$ cat config.mk
export PLATFORM = sky130hd
export DESIGN_NAME = hex_dump_tx
export DESIGN_NICKNAME = d
export VERILOG_FILES = /design/src/rtl/hex_dump_tx.sv
export SDC_FILE = /design/constraint.sdc
export NUM_CORES = 1
export LEC_CHECK = 0
export ABC_CLOCK_PERIOD_IN_PS = 2410
export CAP_MARGIN = 15
export CORE_ASPECT_RATIO = 1.4
export CORE_MARGIN = 4
export CORE_UTILIZATION = 45
export CTS_CLUSTER_DIAMETER = 40
export DETAILED_ROUTE_END_ITERATION = 10
export PLACE_DENSITY = 0.74
export SETUP_SLACK_MARGIN = 0.3
export SYNTH_ARGS = -nofsm -noshare
export SYNTH_HDL_FRONTEND = slang
export SYNTH_SLANG_ARGS = --single-unit
$ cat constraint.sdc
create_clock -name clk_48 -period 2.41 [get_ports clk_48]
set_input_delay 0.482 -clock clk_48 [delete_from_list [all_inputs] [get_ports clk_48]]
set_output_delay 0.482 -clock clk_48 [all_outputs]
set_load 0.01 [all_outputs]
$ cat src/rtl/hex_dump_tx.sv
// Purpose : dumps a run of 16-bit command-memory words as ASCII hex lines ("XXXX\r\n") on an 8N1 serial line.
// Latency : first start bit 3 cycles after an accepted start (FETCH, LATCH, then SEND); every bit lasts DIVIDER cycles.
// Backpress: cts low holds off the next character; a character already on the line always completes.
//
// Ports:
//   clk_48, rst_             : clock (rising edge) and asynchronous active-low reset
//   start, base_addr, word_cnt : dump request; address and count are sampled with start, ignored while busy
//   cts                      : terminal ready, gates character starts only
//   rd_addr, rden, rd_data   : command-memory read port, data returned one cycle after rden
//   tx                       : serial output, idle high, LSB first
//   busy, done               : busy spans the dump; done is a one-cycle pulse at its end
//
// Build option: define HALT_STOP_EN to end the dump after the first 0x0000 word (its line is still sent).

module hex_dump_tx #(
  parameter int DIVIDER = 20000,
  parameter int ADDR_W  = 10
) (
  input  logic              clk_48,
  input  logic              rst_,
  input  logic              start,
  input  logic [ADDR_W-1:0] base_addr,
  input  logic [ADDR_W:0]   word_cnt,
  input  logic              cts,
  input  logic [15:0]       rd_data,
  output logic [ADDR_W-1:0] rd_addr,
  output logic              rden,
  output logic              tx,
  output logic              busy,
  output logic              done
);

  localparam int               DIV_W    = (DIVIDER > 1) ? $clog2(DIVIDER) : 1;
  localparam logic [DIV_W-1:0] DIV_LAST = DIV_W'(DIVIDER - 1);

`ifdef HALT_STOP_EN
  localparam bit HALT_EN = 1'b1;
`else
  localparam bit HALT_EN = 1'b0;
`endif

  typedef enum logic [2:0] {
    IDLE  = 3'd0,
    FETCH = 3'd1,
    LATCH = 3'd2,
    SEND  = 3'd3,
    NEXT  = 3'd4,
    FIN   = 3'd5
  } state_t;

  state_t            state_q,  state_d;
  logic [ADDR_W-1:0] addr_q,   addr_d;    // also drives rd_addr
  logic [ADDR_W:0]   remain_q, remain_d;  // words still to dump, including the current one
  logic [15:0]       word_q,   word_d;
  logic [2:0]        char_q,   char_d;    // 0..3 hex digits MSB first, 4 = CR, 5 = LF
  logic [3:0]        bit_q,    bit_d;     // 0 = start, 1..8 = data bits 0..7, 9 = stop
  logic [DIV_W-1:0]  div_q,    div_d;     // cycles elapsed within the current bit
  logic              active_q, active_d;  // a character is currently on the line
  logic              tx_q,     tx_d;
  logic              rden_q,   rden_d;
  logic              busy_q,   busy_d;
  logic              done_q,   done_d;

  logic [3:0] nib;
  logic [7:0] char_byte;

  assign rd_addr = addr_q;
  assign rden    = rden_q;
  assign tx      = tx_q;
  assign busy    = busy_q;
  assign done    = done_q;

  // ASCII code of the character selected by char_q
  always_comb begin
    nib = 4'h0;
    case (char_q)
      3'd0:    nib = word_q[15:12];
      3'd1:    nib = word_q[11:8];
      3'd2:    nib = word_q[7:4];
      default: nib = word_q[3:0];
    endcase
    if (char_q == 3'd4) begin
      char_byte = 8'h0D;
    end else if (char_q == 3'd5) begin
      char_byte = 8'h0A;
    end else if (nib < 4'd10) begin
      char_byte = 8'h30 + {4'h0, nib};
    end else begin
      char_byte = 8'h37 + {4'h0, nib};   // 0x41 'A' for nibble 10
    end
  end

  always_comb begin
    state_d  = state_q;
    addr_d   = addr_q;
    remain_d = remain_q;
    word_d   = word_q;
    char_d   = char_q;
    bit_d    = bit_q;
    div_d    = div_q;
    active_d = active_q;
    tx_d     = tx_q;
    rden_d   = 1'b0;
    busy_d   = busy_q;
    done_d   = 1'b0;

    case (state_q)
      IDLE: begin
        tx_d = 1'b1;
        if (start) begin
          addr_d   = base_addr;
          remain_d = word_cnt;
          if (word_cnt == '0) begin
            // empty dump: report completion without touching the memory or the line
            state_d = FIN;
            done_d  = 1'b1;
            busy_d  = 1'b0;
          end else begin
            state_d = FETCH;
            rden_d  = 1'b1;
            busy_d  = 1'b1;
          end
        end
      end

      FETCH: begin
        state_d = LATCH;
      end

      LATCH: begin
        word_d  = rd_data;
        char_d  = 3'd0;
        state_d = SEND;
        // the start bit carries no data, so it can go out on the same edge the word is captured
        if (cts) begin
          tx_d     = 1'b0;
          active_d = 1'b1;
          bit_d    = 4'd0;
          div_d    = '0;
        end
      end

      SEND: begin
        if (!active_q) begin
          if (cts) begin
            tx_d     = 1'b0;
            active_d = 1'b1;
            bit_d    = 4'd0;
            div_d    = '0;
          end
        end else if (div_q != DIV_LAST) begin
          div_d = div_q + DIV_W'(1);
        end else begin
          div_d = '0;
          if (bit_q != 4'd9) begin
            // moving to bit_q+1: data bit bit_q, or the stop bit after data bit 7
            bit_d = bit_q + 4'd1;
            tx_d  = (bit_q == 4'd8) ? 1'b1 : char_byte[bit_q[2:0]];
          end else if (char_q == 3'd5) begin
            // LF finished: word complete
            active_d = 1'b0;
            tx_d     = 1'b1;
            state_d  = NEXT;
          end else begin
            // stop bit finished: back-to-back start bit when the terminal is ready
            char_d = char_q + 3'd1;
            bit_d  = 4'd0;
            if (cts) begin
              tx_d = 1'b0;
            end else begin
              active_d = 1'b0;
              tx_d     = 1'b1;
            end
          end
        end
      end

      NEXT: begin
        remain_d = remain_q - (ADDR_W+1)'(1);
        addr_d   = addr_q + ADDR_W'(1);   // wraps naturally at 2^ADDR_W
        if ((remain_q == (ADDR_W+1)'(1)) || (HALT_EN && (word_q == 16'h0000))) begin
          state_d = FIN;
          done_d  = 1'b1;
          busy_d  = 1'b0;
        end else begin
          state_d = FETCH;
          rden_d  = 1'b1;
        end
      end

      FIN: begin
        tx_d    = 1'b1;
        state_d = IDLE;
      end

      default: begin
        state_d  = IDLE;
        tx_d     = 1'b1;
        busy_d   = 1'b0;
        active_d = 1'b0;
      end
    endcase
  end

  always_ff @(posedge clk_48 or negedge rst_) begin
    if (!rst_) begin
      state_q  <= IDLE;
      addr_q   <= '0;
      remain_q <= '0;
      word_q   <= '0;
      char_q   <= '0;
      bit_q    <= '0;
      div_q    <= '0;
      active_q <= 1'b0;
      tx_q     <= 1'b1;
      rden_q   <= 1'b0;
      busy_q   <= 1'b0;
      done_q   <= 1'b0;
    end else begin
      state_q  <= state_d;
      addr_q   <= addr_d;
      remain_q <= remain_d;
      word_q   <= word_d;
      char_q   <= char_d;
      bit_q    <= bit_d;
      div_q    <= div_d;
      active_q <= active_d;
      tx_q     <= tx_d;
      rden_q   <= rden_d;
      busy_q   <= busy_d;
      done_q   <= done_d;
    end
  end

endmodule

---- Yosys cells after proc, flatten, opt, wreduce, memory -nomap -nowiden ----
Cells that the tools add are included.
storage, ports and cells
  input port bits ......................... 41
  output and inout bits ................... 14
  word-level logic and storage cells ...... 121
  register bits after elaboration ......... 67
cells by class
  bitwise gates (word level) .............. 3
  equal/unequal tests ..................... 23
  muxes and demuxes ....................... 59
  order comparisons ....................... 2
  reductions and logical operators ........ 15
  add/sub/neg operators ................... 7
operators with widths
  operator               number
  $mux 15                3
  $mux 3                 11
  $pmux 15 s2            1
  $mux 1                 22
  $pmux 11 s2            1
  $mux 7                 3
  $mux 4                 5
  $pmux 10 s2            1
  $ne 2x2->1 const B     8
  $add 15x1->15 const B  1
  $ne 15x15->1 const B   1
  $pmux 3 s5             1
  $add 6x4->7 const A    2
  $eq 3x3->1 const B     4
  $pmux 4 s3             1
  $eq 11x1->1 const B    1
  $logic_not 11->1       1
  $mux 11                1
  $sub 11x1->11 const B  1
  $add 10x1->10 const B  1
  $mux 10                1
  $reduce_and 5->1       2
  $eq 3x2->1 const B     3
  $pmux 1 s3             3
  19 further kinds       30

---- Logic depth before layout (Yosys ltp) ----
Gate-level depths: netlist (run 1).
  depth in word-level cells ............... 13
  mapped depth ............................ 14
  gate-level depth less buffers ........... 12

---- Worst setup path after synthesis (run 1) ----
OpenSTA, ideal clock, no wires.
  path type ............................... register -> register
  start point ............................. reg char_q[0]
  end point ............................... reg tx_q, in the netlist tx
  period minus slack after synthesis ...... 2,531 ps
  path buffers ............................ 2
  cell stages (with the launch flop) ...... 14
  slack ................................... -121 ps
  data arrival time ....................... 2,445 ps
  library setup time ...................... 86 ps
  required time ........................... 2,324 ps
  path through ............................ dfrtp_1 inv_1 ha_1 buf_2 a222oi_1 or2_2 clkbuf_1 and2_1 ha_1 a21oi_1 o2111a_1 o31a_1 o221ai_1 a31oi_1
on the way
  word-level cells in the longest chain between the ends .. 13
  elaborated cells between the ends (all ways) .. 20
  classes of those cells .................. add/sub: 2; order compare: 1; eq/ne: 4; mux: 12; reduce/logical: 1
RTL lines
  item                                 RTL line  source
  start: declaration                   55        logic [2:0] char_q, char_d;
  start signal: assignment             224       char_q <= char_d;
  $eq 3x2->1 (tied with other cells)   76        case (char_q)
  $pmux 4 s3                           76
  $add 6x4->7 (tied with other cells)  89        char_byte = 8'h37 + {4'h0, nib};
  $mux 7                               86        end else if (nib < 4'd10) begin
  $mux 7                               84        end else if (char_q == 3'd5) begin
  $mux 7                               82        if (char_q == 3'd4) begin
  $bmux 1 s3                           158       tx_d = (bit_q == 4'd8) ? 1'b1 : char_byte[bit_q[2:0]];
  $mux 1 (implied by the code)         158
  $mux 1                               158
  $mux 1 *                             155       if (bit_q != 4'd9) begin
  $mux 1 *                             151       end else if (div_q != DIV_LAST) begin
  $mux 1 *                             144       if (!active_q) begin
  $pmux 1 s3 *                         107       case (state_q)
  end signal: assignment               228       tx_q <= tx_d;
  end: declaration                     59        logic tx_q, tx_d;
Every way passes the cells marked *; elsewhere a longest branch is shown, timed or not. The select of a mux whose other input is x is not followed.
A chain may end at the register's enable or synchronous reset.

---- Final worst setup path (run 1) ----
Same ends and word-level chain as after synthesis.

==> run summary, run 1 <==
RSZ-0062 raised after global routing: true
final net count: 559
GP Congestion: 0.8340
CTS buffer count: 9
drt pass-1 iters: 5
Synth Instances: 429
drt wl/cell: 16.43 um
Vias/cell: 5.901
full die area: 9930 um2
diodes inserted: 0
Area Overhead vs Synth: 38.12%
number of clock sinks: 67
DRT iter0 DRCs: 180
Yosys cell types: 59
Ys Warns: 0
r2r setup slk: -0.03 ns
Seq/Total Area, Yosys: 44.49%
first-pass GRT wire length: 16240 um
WL final: 10110 um
CP Data Required Time: 2.66 ns
maximum clock frequency: 0.4102 GHz
Worst Path Max Fanout: 5
Period minus WS final: 2.438 ns
Worst-Margin Slew: 0.6214 ns
syn avg cell area: 8.790 um2
Final Cycle Share: 101.2%
fin. max-slew vios: 0
Finish-stage setup viols: 1
number of synthesized flops with an enable pin: 0
Synth area leader: dfrtp_1
final hold vios: 0
gr ovfl total: 0
relative slew slack: 58.26%
failing checks: setup timing
via count: 3629
Die Span Y: 116.3 um
arrival time worst endpoint: 2.69 ns
synth top area cells: dfrtp_1 44%, nand2_1 5.5%, o21ai_0 4.9%
Yosys reg bits: 67
pwr dens: 659.4 nW/um2
worst-case reg-to-reg path depth: 12
I/O Buffers: 54
post-route setup slack: -0.02777 ns
total track usage: 20.27%
final hold slack: 0.09187 ns
Detailed Place HPWL: 6666 um
worst reg2reg path endpoint: tx$_DFFE_PN1P_
initial core utilization: 46.28%
Synthesized Nets: 479
root buf cell: clkbuf_16
Ports: 55
Clock Latency Late Sink: 0.33 ns
final core utilization: 63.92%
share of flip-flops with an asynchronous set or reset: 100.0%
post-synth top area share: 43.80%
outcome: finished with violations
Most used DFF post-synth: dfrtp_1
Die W: 85.37 um
CTS Buffer Depth: 2
layout cells sized above 1: 23.00%
Worst setup SP type: flip-flop
Mapped Area: 3771 um2
Pleak: 0.002220 uW
Place WS: -0.02114 ns
htree depth: 3
Worst Hold Class: in2async
vias in the first global route: 3567
crit end category: flip-flop
# rows: 39
final clock skew: 0.004730 ns
Detail Route Antenna Nets: 0
worst setup path class: reg2reg
post-cts hold buffer count: 0
r2r startpoint: char_q[0]$_DFFE_PN0P_
max cap viols: 0
pin count of the biggest net entering global routing: 50
initial antenna violation count: 0
clock slew seen by the registers of the worst setup and hold paths: 0.05 ns
Core Area: 8149 um2
CTS tree: yes
# DRC: 0
maximum vdd ir drop: 0.0004725 V
-- cells in the mapped netlist, types with 4 or more instances --
master,number
a21o_1,5
a21oi_1,28
a31oi_1,6
and2_1,5
and3_1,10
buf_2,4
clkbuf_1,12
dfrtp_1,66
ha_1,9
inv_1,13
mux2_2,15
nand2_1,55
nand3_1,25
nand4_1,5
nor2_1,47
nor3_1,10
o21ai_0,37
o21ai_1,5
o22ai_1,4
o31ai_1,4
o41ai_1,5
-- worst max path at each step --
stage,slack [ns],from,endpoint
2_1_floorplan,0.09,char_q[0]$_DFFE_PN0P_,tx$_DFFE_PN1P_
3_3_place_gp,0.11,char_q[0]$_DFFE_PN0P_,tx$_DFFE_PN1P_
3_5_place_dp,-0.02,char_q[0]$_DFFE_PN0P_,tx$_DFFE_PN1P_
4_1_cts,0.02,char_q[0]$_DFFE_PN0P_,tx$_DFFE_PN1P_
5_1_grt,-0.22,char_q[0]$_DFFE_PN0P_,tx$_DFFE_PN1P_
6_report,-0.03,char_q[0]$_DFFE_PN0P_,tx$_DFFE_PN1P_
-- routing by layer --
metal	vias to the layer above	GRT usage, %	part of all wire, %
li1	1731	-	-
met1	1741	23.76	40
met2	139	34.75	52
met3	18	5.434	6.6
met4	0	8.976	1.9
met5	-	0	0
-- per-stage QoR --
stage               instances  power [uW]  setup TNS (ns)  cell area, um2
floorplan                 429        1775               0            3837
global placement          584        2003               0            4547
detailed placement        584        2031        -0.02114            4547
CTS                       606        3371               0            4932
global route              615        3601         -0.2198            5209
finish                    615        3435        -0.02777            5209
-- power by group --
| group | total [uW] | switching (uW) | internal [uW] | leakage [uW] |
|---|---|---|---|---|
| sequential | 1480 | 185 | 1300 | 0.000819 |
| clock | 1300 | 447 | 849 | 0.000146 |
| combinational | 657 | 306 | 351 | 0.00126 |
-- critical path, stage by stage, from the launching register on --
cell and delay, ns:
dfrtp_1 0.37, inv_2 0.08, ha_2 0.22, a222oi_1 0.37
nor2_1 0.14, a21oi_4 0.17, ha_4 0.17, nand2_1 0.06
a211oi_2 0.17, o211ai_1 0.13, a31oi_1 0.19, o221ai_1 0.13
a31oi_1 0.15
-- final cells by class --
class	instances	area [um2]
sequential	67	1678
multi-input combinational	330	2222
clock buffer	13	260.3
clock inverter	2	35.03
tap	102	127.6
inverter	14	52.55
fill	653	2940
timing repair buffer	87	833.3
-- sequential cells by signal, indices dropped and copies added (netlist names), 3 cells and up --
name      flops
word_q       16
rd_addr      10
char_q        3
bit_q         4
div_q        15
state_q       3
remain_q     11
-- logic make-up (layout without fill, tap and decap cells) --
group / Yosys count / in the layout / share of synthesized area [%]
compound gates: 125 / 125 / 21.20
xor+xnor: 3 / 3 / 0.6969
fa+ha+maj: 9 / 9 / 2.986
buf+inv: 32 / 116 / 3.616
flops: 67 / 67 / 44.49
mux: 15 / 15 / 4.479
simple gates: 178 / 178 / 22.53
-- cells in the final DEF (no fill, tap or decap), types with 3 or more instances in the layout --
| master | instances |
|---|---|
| o21ai_2 | 9 |
| inv_1 | 11 |
| nor2_1 | 38 |
| clkbuf_16 | 10 |
| mux2_2 | 15 |
| o41ai_2 | 3 |
| and2_1 | 3 |
| ha_2 | 3 |
| nor2_4 | 6 |
| o21ai_0 | 24 |
| o21ai_1 | 9 |
| a21o_1 | 5 |
| dfrtp_1 | 66 |
| a22oi_1 | 3 |
| nor3_1 | 8 |
| and3_1 | 8 |
| nand4_1 | 5 |
| clkdlybuf4s50_1 | 53 |
| nor2_2 | 4 |
| a222oi_1 | 3 |
| ha_1 | 4 |
| nand2_1 | 55 |
| nor4_1 | 3 |
| o31ai_1 | 3 |
| nand3_1 | 24 |
| buf_4 | 28 |
| o22ai_1 | 4 |
| a31oi_1 | 5 |
| a21oi_1 | 25 |
-- what timing repair did --
item,4_1_cts,5_1_grt
setup buffers,7,8
setup endpoints to repair,17,18
resized for setup,7,55
pin swaps,8,14
gates cloned,0,1
hold endpoints to repair,0,0
(Power assumes the default switching activity.)
==> inputs of run 2 (changes only) <==
--- a/config.mk
+++ b/config.mk
@@ -6,14 +6,15 @@
 export NUM_CORES = 1
 export LEC_CHECK = 0
 export ABC_CLOCK_PERIOD_IN_PS = 2410
-export CAP_MARGIN = 15
 export CORE_ASPECT_RATIO = 1.4
 export CORE_MARGIN = 4
 export CORE_UTILIZATION = 45
 export CTS_CLUSTER_DIAMETER = 40
 export DETAILED_ROUTE_END_ITERATION = 10
 export PLACE_DENSITY = 0.74
+export REMOVE_ABC_BUFFERS = 1
 export SETUP_SLACK_MARGIN = 0.3
+export SLEW_MARGIN = 20
 export SYNTH_ARGS = -nofsm -noshare
 export SYNTH_HDL_FRONTEND = slang
 export SYNTH_SLANG_ARGS = --single-unit
==> run 2 against run 1 <==
Against the previous run:
- the run still ends with setup timing left
- clock skew is 0.0018 ns lower
- global-route usage rose by 1.1 points
- final area increased by 3.7%
- worst hold slack gained 0.059 ns
- total power up 9.8%
- worst setup slack got worse by 0.0059 ns
- die area unchanged
- critical endpoint unchanged
- largest cell class unchanged
- highest routed layer unchanged
==> run summary, run 2 (synthesized netlist as in run 1, its figures left out) <==
outcome: finished with violations
failing checks: setup timing
maximum vdd ir drop: 0.0004383 V (-7.2%)
commonest cells after routing, fill and taps aside: 66 x dfrtp_1, 54 x nand2_1, 53 x clkdlybuf4s50_1, 37 x nor2_1, 35 x buf_4
Psw: 972.3 uW (+3.6%)
worst-case reg-to-reg path depth: 12 (unchanged)
Pleak: 0.002297 uW (+3.5%)
crit end category: flip-flop
CTS tree: yes
Finished Cell Area: 5399 um2 (+3.7%)
post-route setup slack: -0.03372 ns (-0.005949 ns)
clock slew seen by the registers of the worst setup and hold paths: 0.05 ns (about the same)
CP cell instances: inv_2 > ha_4 > a222oi_1 > or2_4 > and2_4 > ha_4 > nand2_2 > a211oi_2 > o211ai_1 > a31oi_1 > o221ai_2 > a31oi_1
CTS buffer count: 9 (unchanged)
GP Congestion: 0.8735 (+4.7%)
sequential power share: 39.2% (-3.9 points)
full die area: 9930 um2 (unchanged)
Finish-stage setup viols: 1 (unchanged)
Max stage delay on crit path: 0.42 ns (+0.05 ns)
Top reg by flops: word_q
via count: 3650 (+0.58%)
switching share of power: 25.77% (-1.5 points)
area of placed instances: 4563 um2 (+0.36%)
CP Data Required Time: 2.67 ns (about the same)
Worst path top cell family by delay: compound AO/OA/AOI/OAI gates
Detail Route Antenna Nets: 0 (unchanged)
Clock Latency Late Sink: 0.34 ns (about the same)
htree depth: 3 (unchanged)
most common cell after layout, fill and taps aside: dfrtp_1
final hold vios: 0 (unchanged)
internal power: 2800 uW (+12%)
total track usage: 21.37% (+1.1 points)
Worst Path Buf+Inv: 1 (unchanged)
pwr dens: 698.8 nW/um2 (+6.0%)
Final Cycle Share: 101.4% (+0.25 points)
combinational share of power: 17.4% (-1.7 points)
Ports: 55 (unchanged)
Vias/cell: 5.831 (-1.2%)
WL final: 10260 um (+1.5%)
Worst-Margin Slew: 0.5425 ns (-0.07891 ns)
final hold slack: 0.1509 ns (+0.05900 ns)
layout cells sized above 1: 25.00% (+2.0 points)
Worst Hold Class: in2async
Worst setup SP type: flip-flop
part of the power in the clock network: 43.3% (+5.6 points)
Die W: 85.37 um (unchanged)
relative slew slack: 63.56% (+5.3 points)
RSZ-0062 raised after global routing: true
# rows: 39 (unchanged)
critical path's slowest cell: dfrtp_1
CP Depth: 12 (unchanged)
drt wl/cell: 16.39 um (-0.25%)
Period minus WS final: 2.444 ns (+0.005949 ns)
diodes inserted: 0 (unchanged)
Detailed Place HPWL: 6611 um (-0.83%)
Die Span Y: 116.3 um (unchanged)
number of clock sinks: 67 (unchanged)
Worst Path Max Fanout: 4 (-1)
DRT iter0 DRCs: 258 (+43%)
first-pass GRT wire length: 17040 um (+4.9%)
initial core utilization: 46.28% (unchanged)
fin. max-slew vios: 0 (unchanged)
Area Overhead vs Synth: 43.17%
maximum clock frequency: 0.4092 GHz (-0.24%)
pin count of the biggest net entering global routing: 68 (+36%)
worst setup path class: reg2reg
top flop regs: word_q x16, div_q x15, remain_q x11
gr ovfl total: 0 (unchanged)
max reg flops: 16 (unchanged)
CTS Buffer Depth: 2 (unchanged)
arrival time worst endpoint: 2.71 ns (+0.02 ns)
initial antenna violation count: 0 (unchanged)
vias in the first global route: 3728 (+4.5%)
Core Area: 8149 um2 (unchanged)
post-cts hold buffer count: 0 (unchanged)
# DRC: 0 (unchanged)
drt pass-1 iters: 6 (+1)
final clock skew: 0.002944 ns (-0.001786 ns)
max cap viols: 0 (unchanged)
final net count: 569 (+1.8%)
root buf cell: clkbuf_16
I/O Buffers: 54 (unchanged)
-- run 2: changes by cell type in the layout (fill, tap and decap cells not counted), sizes merged --
cell / change
clkinvlp: +1
bufinv: +3
clkbuf: -4
buf: +11
-- run 2: repair_timing --
action,4_1_cts,5_1_grt
gates resized for setup,34,50
endpoints found under the setup margin,17,36
cloned,1,0
pin swaps,18,21
setup buffers,9,8
-- run 2: layout make-up --
| class | count | area (um2) |
|---|---|---|
| Clock buffer | 10 | 239.0 |
| Clock inverter | 6 | 136.4 |
| Fill cell | 606 | 2750 |
| Inverter | 14 | 52.55 |
| Multi-Input combinational cell | 330 | 2235 |
| Sequential cell | 67 | 1678 |
| Tap cell | 102 | 127.6 |
| Timing Repair Buffer | 97 | 930.9 |
-- run 2: final timing paths --
| path | start | endpoint | slack, ns |
|---|---|---|---|
| max | char_q[1]$_DFFE_PN0P_ | tx$_DFFE_PN1P_ | -0.03 |
| min | rst_ | word_q[12]$_DFFE_PN0P_ | 0.15 |
| max reg2reg | char_q[1]$_DFFE_PN0P_ | tx$_DFFE_PN1P_ | -0.03 |
| min reg2reg | remain_q[9]$_DFFE_PN0P_ | remain_q[9]$_DFFE_PN0P_ | 0.51 |
| max in group asynchronous | rst_ | tx$_DFFE_PN1P_ | 1.92 |
| min in group clk_48 | remain_q[9]$_DFFE_PN0P_ | remain_q[9]$_DFFE_PN0P_ | 0.51 |
-- run 2: per-stage QoR --
stage                      TNS, ns  setup WS [ns]  std cells  power (uW)  utilization [%]
after floorplan           -0.05022       -0.05022        411        1756                -
after global placement    -0.03903       -0.03903        592        1997            56.00
after detailed placement   -0.1955        -0.1955        592        2021            56.00
after CTS                        0        0.07287        618        3712            63.23
after global routing       -0.1104        -0.1104        626        3974            66.25
final                     -0.03372       -0.03372        626        3773            66.25
-- run 2: power by group through the flow --
stage | combinational [uW] | sequential, uW | clock (uW)
detailed placement | 547 | 1470 | 0
global placement | 526 | 1470 | 0
global route | 731 | 1510 | 1730
finish | 657 | 1480 | 1630
floorplan | 313 | 1440 | 0
CTS | 592 | 1460 | 1660
-- run 2: layer usage --
metal  routed length (um)  up-vias  track usage [%]
li1                     -     1751                -
met1                 4181     1766            24.46
met2                 5229      112            36.88
met3                  598       21            5.787
met4                  252        0            10.35
met5                    0        -                0
